### config.mk
export PLATFORM = sky130hd
export DESIGN_NAME = vga_timing_gen
export DESIGN_NICKNAME = d
export VERILOG_FILES = /design/src/rtl/vga_pkg.sv /design/src/rtl/vga_axis_counter.sv /design/src/rtl/vga_timing_gen.sv
export SDC_FILE = /design/constraint.sdc
export NUM_CORES = 1
export LEC_CHECK = 0
export BUFFER_PORTS_ARGS = -buffer_cell sky130_fd_sc_hd__clkbuf_2
export CORE_ASPECT_RATIO = 1.5
export CORE_MARGIN = 2
export CORE_UTILIZATION = 50
export DETAILED_ROUTE_END_ITERATION = 12
export PLACE_DENSITY = 0.73
export REMOVE_ABC_BUFFERS = 1
export SETUP_SLACK_MARGIN = 0.3
export SLEW_MARGIN = 20
export SYNTH_ARGS = -nofsm -noshare
export SYNTH_HDL_FRONTEND = slang
export SYNTH_SLANG_ARGS = --single-unit
### constraint.sdc
create_clock -name vga_clk -period 3.9 [get_ports vga_clk]
set_input_delay 0.39 -clock vga_clk [delete_from_list [all_inputs] [get_ports vga_clk]]
set_output_delay 0.39 -clock vga_clk [all_outputs]
set_load 0.005 [all_outputs]
### src/rtl/vga_pkg.sv
// rtl/vga_pkg.sv - shared 640x480@60 timing constants and coordinate type
package vga_pkg;

    localparam int H_VISIBLE = 640;
    localparam int H_FP      = 16;
    localparam int H_SYNC    = 96;
    localparam int H_BP      = 48;
    localparam int H_TOTAL   = H_VISIBLE + H_FP + H_SYNC + H_BP;

    localparam int V_VISIBLE = 480;
    localparam int V_FP      = 10;
    localparam int V_SYNC    = 2;
    localparam int V_BP      = 33;
    localparam int V_TOTAL   = V_VISIBLE + V_FP + V_SYNC + V_BP;

    typedef logic [9:0] coord_t;

endpackage

### src/rtl/vga_axis_counter.sv
// rtl/vga_axis_counter.sv - enabled wrap counter 0..MAX with wrap flag and next-value output
module vga_axis_counter
    import vga_pkg::coord_t;
#(
    parameter int unsigned MAX = 799
) (
    input  logic   clk,
    input  logic   resetn,
    input  logic   en,
    output coord_t cnt,
    output coord_t cnt_next,
    output logic   wrap
);

    localparam coord_t LAST = coord_t'(MAX);

    coord_t cnt_q;
    coord_t cnt_d;

    always_comb begin
        wrap  = en && (cnt_q == LAST);
        cnt_d = cnt_q;
        if (wrap) begin
            cnt_d = '0;
        end else if (en) begin
            cnt_d = cnt_q + coord_t'(1);
        end
    end

    // Reset parks on the last value so the first enabled cycle lands on 0.
    always_ff @(posedge clk) begin
        if (!resetn) begin
            cnt_q <= LAST;
        end else begin
            cnt_q <= cnt_d;
        end
    end

    assign cnt      = cnt_q;
    assign cnt_next = cnt_d;

endmodule

### src/rtl/vga_timing_gen.sv
// rtl/vga_timing_gen.sv - VGA raster timing: counters, registered syncs, blank and frame pulses
module vga_timing_gen
    import vga_pkg::coord_t;
#(
    parameter int H_VISIBLE = vga_pkg::H_VISIBLE,
    parameter int H_FP      = vga_pkg::H_FP,
    parameter int H_SYNC    = vga_pkg::H_SYNC,
    parameter int H_BP      = vga_pkg::H_BP,
    parameter int V_VISIBLE = vga_pkg::V_VISIBLE,
    parameter int V_FP      = vga_pkg::V_FP,
    parameter int V_SYNC    = vga_pkg::V_SYNC,
    parameter int V_BP      = vga_pkg::V_BP
) (
    input  logic       vga_clk,
    input  logic       reset_n,
    output logic       hs,
    output logic       vs,
    output logic       blank,
    output coord_t     DrawX,
    output coord_t     DrawY,
    output logic       frame_start,
    output logic       vblank_start,
    output logic [7:0] frame_cnt
);

    localparam int H_TOTAL = H_VISIBLE + H_FP + H_SYNC + H_BP;
    localparam int V_TOTAL = V_VISIBLE + V_FP + V_SYNC + V_BP;

    localparam coord_t H_VIS      = coord_t'(H_VISIBLE);
    localparam coord_t HS_START   = coord_t'(H_VISIBLE + H_FP);
    localparam coord_t HS_END     = coord_t'(H_VISIBLE + H_FP + H_SYNC);
    localparam coord_t V_VIS      = coord_t'(V_VISIBLE);
    localparam coord_t VS_START   = coord_t'(V_VISIBLE + V_FP);
    localparam coord_t VS_END     = coord_t'(V_VISIBLE + V_FP + V_SYNC);

    coord_t hc, vc, hc_next, vc_next;
    logic   h_wrap, v_wrap;

    vga_axis_counter #(.MAX(H_TOTAL - 1)) u_h_counter (
        .clk      (vga_clk),
        .resetn   (reset_n),
        .en       (1'b1),
        .cnt      (hc),
        .cnt_next (hc_next),
        .wrap     (h_wrap)
    );

    vga_axis_counter #(.MAX(V_TOTAL - 1)) u_v_counter (
        .clk      (vga_clk),
        .resetn   (reset_n),
        .en       (h_wrap),
        .cnt      (vc),
        .cnt_next (vc_next),
        .wrap     (v_wrap)
    );

    logic       hs_q, hs_d;
    logic       vs_q, vs_d;
    logic       blank_q, blank_d;
    logic       frame_start_q, frame_start_d;
    logic       vblank_start_q, vblank_start_d;
    logic [7:0] frame_cnt_q, frame_cnt_d;
    logic       first_q, first_d;

    // Decode from the next counter value so the flopped outputs line up
    // with DrawX/DrawY in the cycle they become visible.
    always_comb begin
        hs_d           = !((hc_next >= HS_START) && (hc_next < HS_END));
        vs_d           = !((vc_next >= VS_START) && (vc_next < VS_END));
        blank_d        = (hc_next < H_VIS) && (vc_next < V_VIS);
        frame_start_d  = (hc_next == '0) && (vc_next == '0);
        vblank_start_d = (hc_next == '0) && (vc_next == V_VIS);
        frame_cnt_d    = frame_cnt_q;
        first_d        = first_q;
        // The wrap out of reset enters frame 0, so it is not counted.
        if (v_wrap) begin
            if (first_q) begin
                first_d = 1'b0;
            end else begin
                frame_cnt_d = frame_cnt_q + 8'd1;
            end
        end
    end

    always_ff @(posedge vga_clk) begin
        if (!reset_n) begin
            hs_q           <= 1'b1;
            vs_q           <= 1'b1;
            blank_q        <= 1'b0;
            frame_start_q  <= 1'b0;
            vblank_start_q <= 1'b0;
            frame_cnt_q    <= 8'd0;
            first_q        <= 1'b1;
        end else begin
            hs_q           <= hs_d;
            vs_q           <= vs_d;
            blank_q        <= blank_d;
            frame_start_q  <= frame_start_d;
            vblank_start_q <= vblank_start_d;
            frame_cnt_q    <= frame_cnt_d;
            first_q        <= first_d;
        end
    end

    assign hs           = hs_q;
    assign vs           = vs_q;
    assign blank        = blank_q;
    assign frame_start  = frame_start_q;
    assign vblank_start = vblank_start_q;
    assign frame_cnt    = frame_cnt_q;
    assign DrawX        = hc;
    assign DrawY        = vc;

endmodule

==> reports/metrics.cfg, run 1 <==
[placement]
dp.cells=288
placed_area_sq_mm=0.001988
io_buffer_count=34
dpl.hpwl_microns=3220
place_congestion=0.8652

[worst_setup_path]
critPathKind=flip-flop to flip-flop
max_stage_delay_ps=670
reg2reg_slack_ps=990
path_max_fanout=14
reg2reg_to=vs
r2r_cells=7
end_kind=flip-flop
slowest_stage=or3_1
cp.arrival_ps=3070
worstPathCellList=ha_1 > nand4_1 > or3_1 > a211o_1 > a2111oi_2 > and2_1 > o2111ai_1
startpoint_type=flip-flop
cp.required_ps=4060
worst_r2r_startpoint=u_h_counter.cnt[0]

[clock_network]
cts_resized=0
holdBufCountCts=0
cts_setup_buffers=0
clk_latency_ps=290
htreeDepth=2
cts_tree=built
cts_made_buffers=5
cts.sink_count=34
clk_pin_slew_ps=70
clock_path_buffers=2
cts-root-buf=clkbuf_8

[layout]
syn_to_final_growth_pct=14.94
final_cell_area_sq_mm=0.002079
layout.cells.non_filler=296
layout-drive-gt1-share_pct=18.50
fin_nets=259
most-common-layout-cells=dfxtp_1 (34), clkbuf_2 (34), nor2_1 (22)
antenna_cells=0

[global_routing]
grt_pass1_wl_microns=7693
antenna_found_initial=0
grt_max_degree=23
grt_pass1_vias=1669
grt_overflow=0
track_usage_pct=24.86

[routing]
first_pass_iters=4
dr.first_iter.drc_count=40
wl_microns=4479
viasPerCell=5.885
wl_per_cell_microns=15.13
antenna_left=0
drcViolationCount=0
vias=1742

[hold_path]
holdPathEnd=u_h_counter.cnt[2]
hold_depth=2
min_from=reset_n
min_path_type=input port to flip-flop

[pwr]
p_leak_nw=0.8125
p_per_area_mw_per_mm2=675.5
vdd_ir_drop_max_mv=0.3687

[logic_synthesis]
synth_area_leader_cell=dfxtp_1
async_flop_share_pct=0
syn_area_per_cell_sq_um=8.150
synthDistinctLibCells=44
syn_area_sq_mm=0.001809
synth_ff_type=dfxtp_1
postSynthCellCount=222
synth_edf_count=0
ys_ff_latch=34
yosys_warnings=0
synth_seq_area_share_pct=37.62
synth_largest_type_area_fraction_pct=37.62
synthTopCellsByArea=dfxtp_1 (38%), xnor2_1 (5.3%), nand3_1 (4.7%)

[sta]
clock.fmax_ghz=0.3442
setup_viol=0
finalMaxSlewViolations=0
finalCritPeriodShare_pct=74.50
final.min_clock_period_ps=2906
fin_skew_ps=5.657
tightest_slew_ps=703.7
hold_viol_final=0
rsz0062_at_grt=false
finalSetupTns_ps=0
slew_headroom_pct=53.04

[run_status]
status=completed

[die]
core_area_sq_mm=0.003448
die-area_sq_mm=0.004126
initial_utilization_pct=52.47
ios=35
die_h_microns=77.68
rows=26
die_w_microns=53.12

[flow_run]
cap_violations=0

## per-layer routing
metal	GRT usage [%]	part of all wire (%)
met2	43.13	54
met1	29.28	40
met5	0	0
met3	4.808	4.8
met4	8.974	1.4
## power breakdown
group	switching, W	total [W]	internal, W
sequential	0.000117	0.000531	0.000414
combinational	0.000358	0.000602	0.000244
clock	0.000129	0.000271	0.000142
total	0.000604	0.00140	0.000801
## sequential cells by signal, summed over array words and instances, names as in the netlist
register,cells
frame_cnt,8
blank,1
frame_start,1
u_v_counter.cnt,10
vs,1
first_q,1
u_h_counter.cnt,10
hs,1
vblank_start,1
## cell usage after synthesis, types with 2 or more instances
library cell  count
a21o_1            2
a21oi_1          12
a31oi_1           4
and2_1            3
and3_1            2
buf_2             2
clkbuf_1          8
dfxtp_1          34
ha_1              4
inv_1            10
mux2i_1           2
nand2_1          17
nand2b_1          2
nand3_1          17
nand4_1           6
nand4b_1          3
nor2_1           22
nor3_1            8
nor4_1            6
o211ai_1          2
o21ai_0          10
o21ai_1           2
o31ai_1           2
or3_1             3
or4b_1            2
xnor2_1          11
xor2_1            9
## metrics by stage
step           total power [W]  hold slack [ps]  utilization, %  setup WS [ps]
4_1_cts               0.001404            401.3           60.30           1003
2_1_floorplan        0.0009349            451.9               -           1361
3_3_place_gp          0.001118            482.7           57.66           1215
3_5_place_dp          0.001133            480.8           57.66           1053
5_1_grt               0.001510            423.7           60.30          763.0
6_report              0.001405            399.5           60.30          994.5
## critical path, delay by kind of cell, from the launching register on
kind	cells	cell delay [ps]
AND/OR/NAND/NOR	3	1190
AO/OA/AOI/OAI	3	910
flip-flops	1	420
adder cells (fa/ha/maj)	1	260
## kinds of logic (layout without fill, tap and decap cells)
logic type,Yosys count,after routing,synth area share (%)
AOI/OAI and AO/OA,44,44,15.49
xor gates and xnor gates,20,20,9.682
adders and majority gates,4,4,2.766
buffers and inverters,21,53,4.910
DFF,34,34,37.62
muxes,2,2,1.107
and+or+nand+nor,97,97,28.42
## worst max-delay path by stage
stage                             startpoint  to  slack (ps)  depth (start not counted)
after floorplan           u_h_counter.cnt[0]  vs        1360                          7
after global placement    u_h_counter.cnt[0]  vs        1210                          7
after detailed placement  u_h_counter.cnt[0]  vs        1050                          7
after CTS                 u_h_counter.cnt[0]  vs        1000                          7
after global routing      u_h_counter.cnt[0]  vs         760                          7
final                     u_h_counter.cnt[0]  vs         990                          7
## layout make-up
| cell class | count | area (sq um) |
|---|---|---|
| fill | 359 | 1369 |
| clock buffer | 7 | 86.33 |
| multi-input combinational | 167 | 1040 |
| timing repair buffer | 35 | 177.7 |
| inverter | 10 | 37.54 |
| tap | 42 | 52.55 |
| clock inverter | 1 | 5.005 |
| sequential | 34 | 680.7 |
Power figures use the tool's default switching activity.
==> run 2: changes to the inputs <==
--- a/config.mk
+++ b/config.mk
@@ -8,9 +8,9 @@
 export BUFFER_PORTS_ARGS = -buffer_cell sky130_fd_sc_hd__clkbuf_2
 export CORE_ASPECT_RATIO = 1.5
 export CORE_MARGIN = 2
-export CORE_UTILIZATION = 50
+export CORE_UTILIZATION = 49
 export DETAILED_ROUTE_END_ITERATION = 12
-export PLACE_DENSITY = 0.73
+export PLACE_DENSITY = 0.75
 export REMOVE_ABC_BUFFERS = 1
 export SETUP_SLACK_MARGIN = 0.3
 export SLEW_MARGIN = 20
==> constraint.sdc (replaced) <==
create_clock -name vga_clk -period 2.6 [get_ports vga_clk]
set_input_delay 0.26 -clock vga_clk [delete_from_list [all_inputs] [get_ports vga_clk]]
set_output_delay 0.26 -clock vga_clk [all_outputs]
set_load 0.005 [all_outputs]
==> reports/metrics.cfg, run 2 (synthesis results as in run 1) <==
[clock_network]
clk_pin_slew_ps=70  ; about the same
htreeDepth=2  ; unchanged
clk_latency_ps=280  ; was 290 ps
holdBufCountCts=0  ; unchanged
clock_path_buffers=2  ; unchanged
cts-root-buf=clkbuf_8  ; unchanged
cts_tree=built  ; unchanged
cts_made_buffers=5  ; unchanged
cts.sink_count=34  ; unchanged

[routing]
drcViolationCount=0  ; unchanged
wl_per_cell_microns=15.15  ; was 15.13 microns
first_pass_iters=4  ; unchanged
wl_microns=4607  ; was 4479 microns
dr.first_iter.drc_count=40  ; unchanged
viasPerCell=5.891  ; was 5.885
vias=1791  ; was 1,742
antenna_left=0  ; unchanged

[placement]
pre_cts_ws_ps=208.9  ; was 1053 ps
placed_area_sq_mm=0.002057  ; was 0.001988 sq mm
io_buffer_count=34  ; unchanged
place_congestion=0.9150  ; was 0.8652
dpl.hpwl_microns=3371  ; was 3220 microns

[global_routing]
grt_pass1_wl_microns=7831  ; was 7693 microns
grt_max_degree=22  ; was 23
antenna_found_initial=0  ; unchanged
grt_pass1_vias=1781  ; was 1,669
grt_overflow=0  ; unchanged
track_usage_pct=24.90  ; was 24.86%

[die]
core_area_sq_mm=0.003615  ; was 0.003448 sq mm
die-area_sq_mm=0.004204  ; was 0.004126 sq mm
initial_utilization_pct=50.05  ; was 52.47%
die_h_microns=78.42  ; was 77.68 microns
ios=35  ; unchanged
die_w_microns=53.62  ; was 53.12 microns
rows=27  ; was 26

[layout]
most-common-layout-cells=clkbuf_2 (34), dfxtp_1 (28), nor2_1 (21)  ; was dfxtp_1 (34), clkbuf_2 (34), nor2_1 (22)
final_cell_area_sq_mm=0.002231  ; was 0.002079 sq mm
fin_nets=268  ; was 259
final_common_cell=clkbuf_2
syn_to_final_growth_pct=23.31  ; was 14.94%
layout-drive-gt1-share_pct=26.82  ; was 18.50%
fillers=327  ; was 359
antenna_cells=0  ; unchanged

[sta]
rsz0062_at_grt=true  ; was false
finalMaxSlewViolations=0  ; unchanged
finalSetupTns_ps=0  ; unchanged
finalCritPeriodShare_pct=85.53  ; was 74.50%
fin_skew_ps=6.602  ; was 5.657 ps
hold_viol_final=0  ; unchanged
setup_viol=0  ; unchanged
clock.fmax_ghz=0.4497  ; was 0.3442 GHz
worst_slack_ps=376.3  ; was 994.5 ps
final.min_clock_period_ps=2224  ; was 2906 ps
slew_headroom_pct=66.15  ; was 53.04%
tightest_slew_ps=503.9  ; was 703.7 ps

[run_status]
status=completed  ; unchanged

[worst_setup_path]
cp.arrival_ps=2400  ; was 3070 ps
end_kind=flip-flop  ; unchanged
startpoint_type=flip-flop  ; unchanged
path_max_fanout=13  ; was 14
critPathKind=flip-flop to flip-flop  ; unchanged
cp.required_ps=2770  ; was 4060 ps

[pwr]
p_leak_nw=0.8560  ; was 0.8125 nW
vdd_ir_drop_max_mv=0.7260  ; was 0.3687 mV
p_per_area_mw_per_mm2=984.9  ; was 675.5 mW/mm^2

[hold_path]
min_path_type=input port to flip-flop  ; unchanged

[flow_run]
cap_violations=0  ; unchanged

run 2: cell type report:
cell class	instances	area (sq um)	area share, %
Clock buffer	6	82.58	3.702
Inverter	10	37.54	1.683
Multi-Input combinational cell	167	1115	49.97
Sequential cell	34	693.2	31.07
Tap cell	43	53.80	2.412
Timing Repair Buffer	44	249.0	11.16
run 2: repair_timing:
action | in CTS | in global routing
gates resized for setup | 3 | 19
pin swaps | 0 | 5
gates cloned | 0 | 0
setup endpoints to repair | 4 | 6
setup buffers | 0 | 0
run 2: power breakdown:
part           switching (W)  internal [W]
registers           0.000160      0.000628
clock network       0.000176      0.000204
logic               0.000595      0.000435
run 2: final timing paths:
kind | start | endpoint | slack (ps) | depth (start not counted)
setup reg to reg | u_h_counter.cnt[5] | vblank_start | 380 | 7
hold reg to reg | first_q | first_q | 500 | 2
setup / recovery | u_h_counter.cnt[5] | vblank_start | 380 | 7
hold / removal | reset_n | u_h_counter.cnt[2] | 290 | 2
run 2: metrics by stage:
step | hold WS [ps] | utilization (%) | power [W] | std cells
2_1_floorplan | 321.9 | - | 0.001402 | 211
3_3_place_gp | 491.7 | 56.91 | 0.001730 | 298
3_5_place_dp | 487.4 | 56.91 | 0.001742 | 298
4_1_cts | 289.3 | 59.47 | 0.002133 | 304
5_1_grt | 306.4 | 61.72 | 0.002384 | 304
6_report | 293.1 | 61.72 | 0.002197 | 304
run 2: critical path, stage by stage, from the launching register on:
cell       delay [ps]
dfxtp_2           350
or3_4             400
or3_1             350
buf_4             210
o311ai_2          350
a2111oi_4         130
and2_4            190
and2_1            130
run 2: routing by layer:
layer / vias to the layer above / part of all wire, % / wire length (microns) / global-route usage, %
met1: 845 / 38 / 1768 / 27.83
met2: 56 / 55 / 2515 / 43.09
met4: 0 / 3.1 / 145 / 11.79
met3: 16 / 3.9 / 178 / 5.133
met5: - / 0 / 0 / 0
li1: 874 / - / - / -
==> run 3: changes to the inputs <==
--- a/config.mk
+++ b/config.mk
@@ -8,12 +8,14 @@
 export BUFFER_PORTS_ARGS = -buffer_cell sky130_fd_sc_hd__clkbuf_2
 export CORE_ASPECT_RATIO = 1.5
 export CORE_MARGIN = 2
-export CORE_UTILIZATION = 49
+export CORE_UTILIZATION = 50
 export DETAILED_ROUTE_END_ITERATION = 12
-export PLACE_DENSITY = 0.75
+export PLACE_DENSITY = 0.73
+export RECOVER_POWER = 50
 export REMOVE_ABC_BUFFERS = 1
 export SETUP_SLACK_MARGIN = 0.3
 export SLEW_MARGIN = 20
 export SYNTH_ARGS = -nofsm -noshare
 export SYNTH_HDL_FRONTEND = slang
 export SYNTH_SLANG_ARGS = --single-unit
+export TNS_END_PERCENT = 20
==> constraint.sdc (replaced) <==
create_clock -name vga_clk -period 2.3 [get_ports vga_clk]
set_input_delay 0.23 -clock vga_clk [delete_from_list [all_inputs] [get_ports vga_clk]]
set_output_delay 0.23 -clock vga_clk [all_outputs]
set_load 0.005 [all_outputs]
==> reports/metrics.cfg, run 3 (synthesis results as in run 1) <==
[die]
rows=26  ; was 27
die_w_microns=53.12  ; was 53.62 microns
initial_utilization_pct=52.47  ; was 50.05%
die_h_microns=77.68  ; was 78.42 microns
core_area_sq_mm=0.003448  ; was 0.003615 sq mm
ios=35  ; unchanged
die-area_sq_mm=0.004126  ; was 0.004204 sq mm

[run_status]
status=completed  ; unchanged

[global_routing]
grt_pass1_wl_microns=8976  ; was 7831 microns
antenna_found_initial=0  ; unchanged
grt_pass1_vias=1950  ; was 1,781
grt_overflow=0  ; unchanged
met2_usage_pct=51.00  ; was 43.09%
grt_busiest_layer=met2  ; unchanged
track_usage_pct=29.82  ; was 24.90%
grt_max_degree=22  ; unchanged
grt_util_met3_pct=6.538  ; was 5.133%
met1_usage_pct=31.13  ; was 27.83%

[worst_setup_path]
worstPathCellList=or3_4 > or3_4 > buf_12 > o21ai_1 > o21ai_1 > nor4_2 > nor4b_2  ; was or3_4 > or3_1 > buf_4 > o311ai_2 > a2111oi_4 > and2_4 > and2_1
cp.arrival_ps=2430  ; was 2400 ps
worst-path-stages=7  ; unchanged
r2r_cells=7  ; unchanged
endpoint=frame_start  ; was vblank_start
max_stage_delay_ps=390  ; was 400 ps
end_kind=flip-flop  ; unchanged
reg2reg_slack_ps=80  ; was 380 ps
reg2reg_to=frame_start  ; was vblank_start
crit_family=simple AND/OR/NAND/NOR gates  ; unchanged
worst_r2r_startpoint=u_h_counter.cnt[5]  ; unchanged
critPathBufInv=1  ; unchanged
cp.required_ps=2500  ; was 2770 ps
path_max_fanout=13  ; unchanged
startpoint=u_h_counter.cnt[5]  ; unchanged
critPathKind=flip-flop to flip-flop  ; unchanged
slowest_stage=or3_4  ; unchanged
startpoint_type=flip-flop  ; unchanged

[clock_network]
cts-root-buf=clkbuf_8  ; unchanged
cts_tree=built  ; unchanged
clock_path_buffers=2  ; unchanged
clk_pin_slew_ps=70  ; about the same
holdBufCountCts=0  ; unchanged
clk_latency_ps=290  ; was 280 ps
cts_made_buffers=5  ; unchanged
htreeDepth=2  ; unchanged
cts.sink_count=34  ; unchanged

[sta]
final.min_clock_period_ps=2223  ; was 2224 ps
clock.fmax_ghz=0.4497  ; about the same
tightest_slew_ps=441.0  ; was 503.9 ps
finalCritPeriodShare_pct=96.67  ; was 85.53%
fin_skew_ps=8.436  ; was 6.602 ps
rsz0062_at_grt=true  ; unchanged
setup_viol=0  ; unchanged
finalMaxSlewViolations=0  ; unchanged
hold_viol_final=0  ; unchanged
slew_headroom_pct=70.56  ; was 66.15%
fin_hold_ws_ps=254.9  ; was 293.1 ps

[pwr]
internal_power_w=0.001683  ; was 0.001267 W
vdd_ir_drop_max_mv=0.6651  ; was 0.7260 mV
power.switching_w=0.001276  ; was 0.0009305 W
p_leak_nw=0.9416  ; was 0.8560 nW
power_frac_clock_pct=17.6  ; was 17.3%
seq_power_share_pct=28.3  ; was 35.8%
p_total_w=0.002959  ; was 0.002197 W
p_per_area_mw_per_mm2=1203  ; was 984.9 mW/mm^2
p_comb_share_pct=54.0  ; was 46.9%
switching_share_pct=43.11  ; was 42.35%

[hold_path]
min_path_type=input port to flip-flop  ; unchanged
min_from=reset_n  ; unchanged

[layout]
antenna_cells=0  ; unchanged
final_common_cell=dfxtp_1  ; was clkbuf_2
syn_to_final_growth_pct=35.96  ; was 23.31%
fillers=282  ; was 327
fin_nets=282  ; was 268
register_area_sq_um=685.7  ; was 693.2 sq um
multi_input_area_sq_mm=0.001221  ; was 0.001115 sq mm
layout-drive-gt1-share_pct=32.49  ; was 26.82%
most-common-layout-cells=dfxtp_1 (30), clkbuf_2 (29), nor2_1 (20)  ; was clkbuf_2 (34), dfxtp_1 (28), nor2_1 (21)

[routing]
dr.first_iter.drc_count=115  ; was 40
wl_microns=5599  ; was 4607 microns
vias=1931  ; was 1,791
first_pass_iters=4  ; unchanged
antenna_left=0  ; unchanged
wl_per_cell_microns=17.55  ; was 15.15 microns
viasPerCell=6.053  ; was 5.891
drcViolationCount=0  ; unchanged

[placement]
io_buffer_count=34  ; unchanged
dpl.hpwl_microns=3568  ; was 3371 microns
place_congestion=0.9582  ; was 0.9150

[flow_run]
cap_violations=0  ; unchanged

## run 3: cell count changes in the layout (fill, tap and decap cells not counted), moves of 3 or more
cell,delta
clkbuf_1,+7
buf_4,+9
clkbuf_2,-5
nor4_1,-4
nor4_2,+3
## run 3: timing repair
item,4_1_cts,5_1_grt
cloned,0,0
pin swaps,8,9
buffers inserted,2,2
resized for setup,26,16
setup endpoints to repair,10,15
## run 3: stage by stage
step | worst slack (ps) | cell area, sq um | TNS [ps] | cells | utilization (%)
finish | 76.51 | 2460 | 0 | 319 | 71.34
global placement | 109.0 | 2131 | 0 | 307 | 61.79
CTS | 177.8 | 2389 | 0 | 317 | 69.27
floorplan | -238.7 | 1758 | -499.6 | 211 | -
global route | -16.82 | 2460 | -16.82 | 319 | 71.34
detailed placement | 41.02 | 2131 | 0 | 307 | 61.79
## run 3: worst min path at each step
stage	to	slack, ps	cells after the start
after floorplan	first_q	290	1
after global placement	first_q	480	2
after detailed placement	first_q	490	2
after CTS	u_h_counter.cnt[2]	250	2
after global routing	u_h_counter.cnt[2]	290	2
final	u_h_counter.cnt[2]	250	2
## run 3: power groups by stage
stage / Clock [W] / Combinational (W) / Sequential, W
2_1_floorplan: 0 / 0.000711 / 0.000874
3_3_place_gp: 0 / 0.00124 / 0.000822
3_5_place_dp: 0 / 0.00125 / 0.000828
4_1_cts: 0.000526 / 0.00140 / 0.000830
5_1_grt: 0.000549 / 0.00175 / 0.000853
6_report: 0.000522 / 0.00160 / 0.000839
## run 3: layout make-up
| class | instances | area share (%) |
|---|---|---|
| well taps | 42 | 2.136 |
| flip-flops and latches | 34 | 27.87 |
| multi-input cells | 167 | 49.64 |
| clock buffers | 8 | 4.476 |
| repair buffers | 58 | 14.34 |
| inverters | 10 | 1.526 |
## run 3: routing by layer
metal / up-vias / wire length, microns
li1: 908 / -
met1: 898 / 2057
met2: 93 / 2889
met3: 32 / 312
met4: 0 / 340
met5: - / 0
